==> config.mk <==
export PLATFORM = sky130hd
export DESIGN_NAME = fetch_queue
export DESIGN_NICKNAME = d
export VERILOG_FILES = /design/src/rtl/fetch_queue.sv
export SDC_FILE = /design/constraint.sdc
export NUM_CORES = 1
export LEC_CHECK = 0
export ABC_AREA = 0
export ABC_CLOCK_PERIOD_IN_PS = 6100
export BUFFER_PORTS_ARGS = -buffer_cell sky130_fd_sc_hd__buf_2
export CORE_MARGIN = 5
export CORE_UTILIZATION = 51
export DETAILED_ROUTE_END_ITERATION = 16
export PLACE_DENSITY = 0.78
export SLEW_MARGIN = 20
export SYNTH_ARGS = -nofsm -noshare
export SYNTH_HDL_FRONTEND = slang
export SYNTH_SLANG_ARGS = --single-unit
==> constraint.sdc <==
create_clock -name clk -period 6.1 [get_ports clk]
set_input_delay 0.305 -clock clk [delete_from_list [all_inputs] [get_ports clk]]
set_output_delay 0.305 -clock clk [all_outputs]
set_load 0.005 [all_outputs]
==> src/rtl/fetch_queue.sv <==
// Instruction-fetch stage: owns the PC, reads the word memory and queues {pc, instr} pairs for decode.
// Optional performance counters are built only when FETCH_PERF_EN is defined.
module fetch_queue #(
   parameter int          DEPTH       = 2,
   parameter logic [15:0] RESET_PC    = 16'h0000,
   parameter logic [15:0] PC_STEP     = 16'd1,
   parameter logic [4:0]  HALT_OPCODE = 5'b00000
) (
   input  logic                       clk,
   input  logic                       rst,
   output logic [15:0]                imem_addr,
   output logic                       imem_enable,
   output logic                       imem_wr,
   input  logic [15:0]                imem_data,
   input  logic                       redirect_valid,
   input  logic [15:0]                redirect_pc,
   output logic                       dec_valid,
   input  logic                       dec_ready,
   output logic [15:0]                dec_instr,
   output logic [15:0]                dec_pc,
   output logic [15:0]                dec_pc_next,
   output logic                       halted,
   output logic [$clog2(DEPTH):0]     occupancy,
   output logic [15:0]                perf_fetch_cnt,
   output logic [15:0]                perf_stall_cnt
);

   localparam int                PTR_W = $clog2(DEPTH);
   localparam int                OCC_W = PTR_W + 1;
   localparam logic [OCC_W-1:0]  FULL  = OCC_W'(DEPTH);

   logic [15:0]      pc_q, pc_d;
   logic             halted_q, halted_d;
   logic [PTR_W-1:0] wr_ptr_q, wr_ptr_d;
   logic [PTR_W-1:0] rd_ptr_q, rd_ptr_d;
   logic [OCC_W-1:0] occ_q, occ_d;

   // Queue payload is not reset: it is only observable through the occupancy-gated outputs.
   logic [15:0]      fifo_pc_q    [DEPTH];
   logic [15:0]      fifo_instr_q [DEPTH];

   logic             full;
   logic             head_valid;
   logic             pop;
   logic             fetch;

   always_comb begin
      full       = (occ_q == FULL);
      head_valid = (occ_q != '0);
      pop        = head_valid & dec_ready;
      fetch      = ~redirect_valid & ~halted_q & (~full | pop);

      pc_d     = pc_q;
      halted_d = halted_q;
      wr_ptr_d = wr_ptr_q;
      rd_ptr_d = rd_ptr_q;
      occ_d    = occ_q;

      if (redirect_valid) begin
         // A redirect drops every queued entry, including one decode takes this cycle.
         pc_d     = redirect_pc;
         halted_d = 1'b0;
         wr_ptr_d = '0;
         rd_ptr_d = '0;
         occ_d    = '0;
      end else begin
         if (fetch) begin
            pc_d     = pc_q + PC_STEP;
            wr_ptr_d = wr_ptr_q + PTR_W'(1);
            if (imem_data[15:11] == HALT_OPCODE) begin
               halted_d = 1'b1;
            end
         end
         if (pop) begin
            rd_ptr_d = rd_ptr_q + PTR_W'(1);
         end
         case ({fetch, pop})
            2'b10:   occ_d = occ_q + OCC_W'(1);
            2'b01:   occ_d = occ_q - OCC_W'(1);
            default: occ_d = occ_q;
         endcase
      end
   end

   always_ff @(posedge clk or posedge rst) begin
      if (rst) begin
         pc_q     <= RESET_PC;
         halted_q <= 1'b0;
         wr_ptr_q <= '0;
         rd_ptr_q <= '0;
         occ_q    <= '0;
      end else begin
         pc_q     <= pc_d;
         halted_q <= halted_d;
         wr_ptr_q <= wr_ptr_d;
         rd_ptr_q <= rd_ptr_d;
         occ_q    <= occ_d;
      end
   end

   always_ff @(posedge clk) begin
      if (fetch) begin
         fifo_pc_q[wr_ptr_q]    <= pc_q;
         fifo_instr_q[wr_ptr_q] <= imem_data;
      end
   end

   assign imem_addr   = pc_q;
   assign imem_enable = fetch;
   assign imem_wr     = 1'b0;
   assign halted      = halted_q;
   assign occupancy   = occ_q;
   assign dec_valid   = head_valid;
   assign dec_instr   = head_valid ? fifo_instr_q[rd_ptr_q] : 16'h0000;
   assign dec_pc      = head_valid ? fifo_pc_q[rd_ptr_q] : 16'h0000;
   assign dec_pc_next = head_valid ? (fifo_pc_q[rd_ptr_q] + PC_STEP) : 16'h0000;

`ifdef FETCH_PERF_EN
   logic [15:0] fetch_cnt_q, fetch_cnt_d;
   logic [15:0] stall_cnt_q, stall_cnt_d;

   always_comb begin
      fetch_cnt_d = fetch_cnt_q;
      stall_cnt_d = stall_cnt_q;
      if (fetch) begin
         fetch_cnt_d = fetch_cnt_q + 16'd1;
      end
      if (full & ~pop & ~halted_q & ~redirect_valid) begin
         stall_cnt_d = stall_cnt_q + 16'd1;
      end
   end

   always_ff @(posedge clk or posedge rst) begin
      if (rst) begin
         fetch_cnt_q <= 16'h0000;
         stall_cnt_q <= 16'h0000;
      end else begin
         fetch_cnt_q <= fetch_cnt_d;
         stall_cnt_q <= stall_cnt_d;
      end
   end

   assign perf_fetch_cnt = fetch_cnt_q;
   assign perf_stall_cnt = stall_cnt_q;
`else
   assign perf_fetch_cnt = 16'h0000;
   assign perf_stall_cnt = 16'h0000;
`endif

endmodule
* Yosys cells after proc, flatten, opt, wreduce, memory -nomap -nowiden
Memories as Yosys holds them, arrays and structs flattened. Index checks and enable logic that the tools add are counted. W data, S select, Z words.
Storage, ports and cells: register bits 21, RAM bits 64, logic and storage cells 46, memories kept 2
Memory list:
- fifo_instr_q | depth 2, bits a word 16, rd ports 1, clocked after memory_dff 0, write ports 1, RTL line 40 | logic [15:0] fifo_instr_q [DEPTH];
- fifo_pc_q | depth 2, bits a word 16, rd ports 1, clocked after memory_dff 0, write ports 1, RTL line 39 | logic [15:0] fifo_pc_q [DEPTH];
Cells by class: add/sub/neg operators 6, eq/ne operators 3, muxes and demuxes 16, bitwise operators 7, reduce and logical (&&, ||, !) cells 7
Operators with widths (count):
- $mux W16 | 5
- $add A16 B1 Y16 const B | 2
- $mux W1 | 9
- $reduce_bool A2 Y1 | 4
- $logic_not A5 Y1 | 1
- $eq A2 B2 Y1 const B | 2
- $pmux W2 S2 | 1
- $and A1 B1 Y1 | 3
- $not A1 Y1 | 3
- $reduce_bool A3 Y1 | 1
- $add A1 B1 Y1 const B | 2
- $add A2 B1 Y2 const B | 1
- $eq A2 B1 Y1 const B | 1
- $mux W2 | 1
- $reduce_and A2 Y1 | 1
- $sub A2 B1 Y2 const B | 1
- $or A1 B1 Y1 | 1

* Logic depth before layout (Yosys ltp)
depth in word-level cells 7, depth in mapped cells 9

* Least setup slack after synthesis
No wires, ideal clock.
kind reg2reg, from register occ_q[1], in the netlist occupancy[1], to memory fifo_instr_q[0][0], enable pin, setup time 501 ps, data arrival time 3875 ps, setup slack 1724 ps, stages on the path, launching flop included 4, clock period less this slack 4376 ps, cell sequence dfrtp_1 -> nor3b_2 -> buf_2 -> nor4_1
On the way: cells in the longest elaborated chain, start to end 6, elaborated cells on any way between the ends 8
RTL lines:
- start, declared | RTL line 36 | logic [OCC_W-1:0] occ_q, occ_d;
- start signal, assigned | RTL line 91 | occ_q <= '0;
- start signal, assigned | RTL line 97 | occ_q <= occ_d;
- $reduce_bool A2 Y1 or $eq A2 B2 Y1 (tied branches) | RTL line 49, 48
- $and A1 B1 Y1 or $not A1 Y1 (tied branches) | RTL line 50, 51
- $or A1 B1 Y1 * | RTL line 51 | fetch = ~redirect_valid & ~halted_q & (~full | pop);
- $and A1 B1 Y1 * | RTL line 51
- $mux W1 * | RTL line 102 | if (fetch) begin
- $mux W1 (not written as such) * | RTL line 104 | fifo_instr_q[wr_ptr_q] <= imem_data;
- end, declared | RTL line 40
Every way passes the cells marked *; elsewhere a longest branch is shown, timed or not.

* Final worst setup path
from register rd_ptr_q, to output port dec_pc_next[12]
On the way: cells in the longest elaborated chain, start to end 3
RTL lines:
- start, declared | RTL line 35 | logic [PTR_W-1:0] rd_ptr_q, rd_ptr_d;
- start signal, assigned | RTL line 96 | rd_ptr_q <= rd_ptr_d;
- $mem_v2 Z2 W16
- $add A16 B1 Y16 | RTL line 116 | assign dec_pc_next = head_valid ? (fifo_pc_q[rd_ptr_q] + PC_STEP) : 16'h0000;
- $mux W16 | RTL line 116
- end, declared | RTL line 21 | output logic [15:0] dec_pc_next,
No other way between the ends.

==> impl_metrics.ini <==
[logic_synthesis]
synth_area_um2 = 4370
synth_edf_count = 64
async_flop_share_pct = 24.7
synth-seq-cells = 85
synthFlopType = edfxtp_1
syn_inst = 378
seq_area_frac_synth_pct = 56.0
syn_area_per_cell_um2 = 11.6
yosys_warnings = 0
ys_types = 51

[sta]
worstMarginPinSlew_ns = 1.12
fmax_ghz = 0.299
fin_crit_ns = 3.34
setup_viol = 0
finClkSkew_ns = 0.00657
hold_violations = 0
final.setup.tns_ns = 0
timing.final.crit_share_pct = 54.7
max_slew_margin_pct = 25.3
maxSlewViolCount = 0
rsz0062_at_grt = no

[worst_setup_path]
required_ns = 5.79
cp_num_buf_inv = 1
startpoint_type = register
reg2reg_to = fifo_pc_q[1][6]$_DFFE_PP_
path_class = reg -> out
reg2reg_slack_ns = 3.94
crit_cells = 6
rr_worst_depth = 4
critical_path.top_delay_family = flip-flops
critPathLaunch = rd_ptr_q$_DFFE_PP0P_
critPathMaxFanout = 47
rr_startpoint = occupancy[1]$_DFFE_PP0P_
crit_path_end_kind = output pin
slowest_stage = dfrtp_2
crit_arrival_ns = 3.03
max_stage_delay_ns = 1.12
cp_cell_sequence = mux2_2, ha_1, nand2b_1, or4_1, o21a_1, buf_2
cp-endpoint = dec_pc_next[12]

[cells_and_area]
synthToLayoutAreaGrowth_pct = 14.8
diodes = 0
final_cell_mix = buf_2 (104), edfxtp_1 (64), nor2_1 (48), mux2i_1 (34), conb_1 (33)
nNetsFinal = 515
layout_commonest_cell = buf_2
drive_above_1_share_pct = 28.0
utilization_pct = 60.5

[cts]
htree_num_levels = 3
cts_resized = 0
cts_buffer_depth = 2
cts_tree = yes
clockRootBuffer = clkbuf_8
numCtsBuffers = 9
clkTransAtPathRegs_ns = 0.08
postCtsSetupBuffers = 0
cts_sinks = 85
clk_latency_ns = 0.35
postCtsHoldBufs = 0

[global_routing]
grt_max_degree = 48
grt_pass1_vias = 3060
grt_overflow = 0
grt_first_pass_wirelength_um = 15000
antenna_found_initial = 0
grtUsageTotal_pct = 18.6

[floorplan]
die_w_um = 103
fp-row-count = 33
coreArea_um2 = 8300
start_util_pct = 52.7
die_h_um = 103
io_pins = 138
die_area_um2 = 10500

[run]
drv_cap = 0

[drt]
drc = 0
drt_iter0_drc = 146
routed_wl_um = 9410
first_pass_iters = 5
ant_nets = 0
wl_per_cell_um = 16.0
route.vias.total = 3149
vias_per_cell = 5.36

[placement]
globalplace.congestion = 0.825
place_hpwl_um = 6730
portBuffers = 104

[power]
leakagePower_nw = 2.04
peakVddDrop_mv = 0.166
powerDensity_nw_per_um2 = 274

[hold_path]
hold_path.class = in -> async

[run_status]
status = completed
==> worst register-to-register path: stages (launching register included) <==
cell and delay (ns):
dfrtp_1 0.47, nor3b_2 0.80, nor3_1 0.12, and2_1 0.21
buf_4 0.26
==> flip-flops by register name (all words and copies together) (netlist names) <==
| name | flops |
|---|---|
| halted | 1 |
| wr_ptr_q | 1 |
| rd_ptr_q | 1 |
| fifo_instr_q | 32 |
| imem_addr | 16 |
| occupancy | 2 |
| fifo_pc_q | 32 |
==> final cells by class <==
cell class              count  area, um2
clock inverters             7       75.1
multi-input cells         267       1670
well taps                 105        131
inverters                   7       26.3
fillers                   691       3280
clock buffers               9        124
repair buffers            107        543
flip-flops and latches     85       2450
==> worst min-delay path by stage <==
| stage | startpoint | endpoint | cells past startpoint |
|---|---|---|---|
| after floorplan | rst | halted$_DFFE_PP0P_ | 1 |
| after global placement | rst | imem_addr[13]$_DFFE_PP0P_ | 2 |
| after detailed placement | rst | imem_addr[13]$_DFFE_PP0P_ | 2 |
| after CTS | rst | wr_ptr_q$_DFFE_PP0P_ | 2 |
| after global routing | imem_data[10] | fifo_instr_q[1][10]$_DFFE_PP_ | 1 |
| final | rst | imem_addr[13]$_DFFE_PP0P_ | 2 |
==> per-stage QoR <==
stage | total power [mW] | setup slack, ns | instances | area [um2] | hold WS [ns]
detailed placement | 1.00 | 3.14 | 571 | 4820 | 0.498
CTS | 1.39 | 2.75 | 587 | 5020 | 0.113
global placement | 0.991 | 3.20 | 571 | 4820 | 0.492
finish | 1.38 | 2.76 | 587 | 5020 | 0.103
floorplan | 0.906 | 1.72 | 410 | 4490 | 0.282
global route | 1.45 | 2.57 | 587 | 5020 | 0.128
==> layer usage <==
metal	global-route usage [%]	part of all wire, %
met4	7.67	2.0
met3	3.45	7.3
met2	30.6	49
met1	24.4	42
met5	0	0
==> power by group <==
part           leakage [nW]  internal, mW  switching, mW
registers             0.852         0.679         0.0575
logic                  1.10         0.116          0.134
clock network        0.0935         0.190          0.199
==> synth_stat cells, drive strengths merged (4+ instances only) <==
master | count | area, um2
and2 | 8 | 50.1
buf | 43 | 325
clkbuf | 8 | 30.0
dfrtp | 21 | 526
edfxtp | 64 | 1920
inv | 6 | 22.5
mux2 | 5 | 56.3
mux2i | 34 | 340
nand2 | 23 | 86.3
nand3 | 8 | 45.0
nand4 | 5 | 31.3
nor2 | 49 | 184
nor3 | 12 | 60.1
nor4 | 12 | 75.1
o21ai | 18 | 90.1
xnor2 | 14 | 123
xor2 | 4 | 35.0
==> cell families after synthesis <==
family,count (synthesis),share of synthesized area [%]
other,1,0.0858
and+or+nand+nor,141,16.8
muxes,39,9.08
DFF,85,56.0
adders and majority gates,2,0.572
buffers and inverters,58,8.73
AOI/OAI and AO/OA,34,5.10
xor gates and xnor gates,18,3.61
Note: power is estimated with default switching activity, not from simulation.
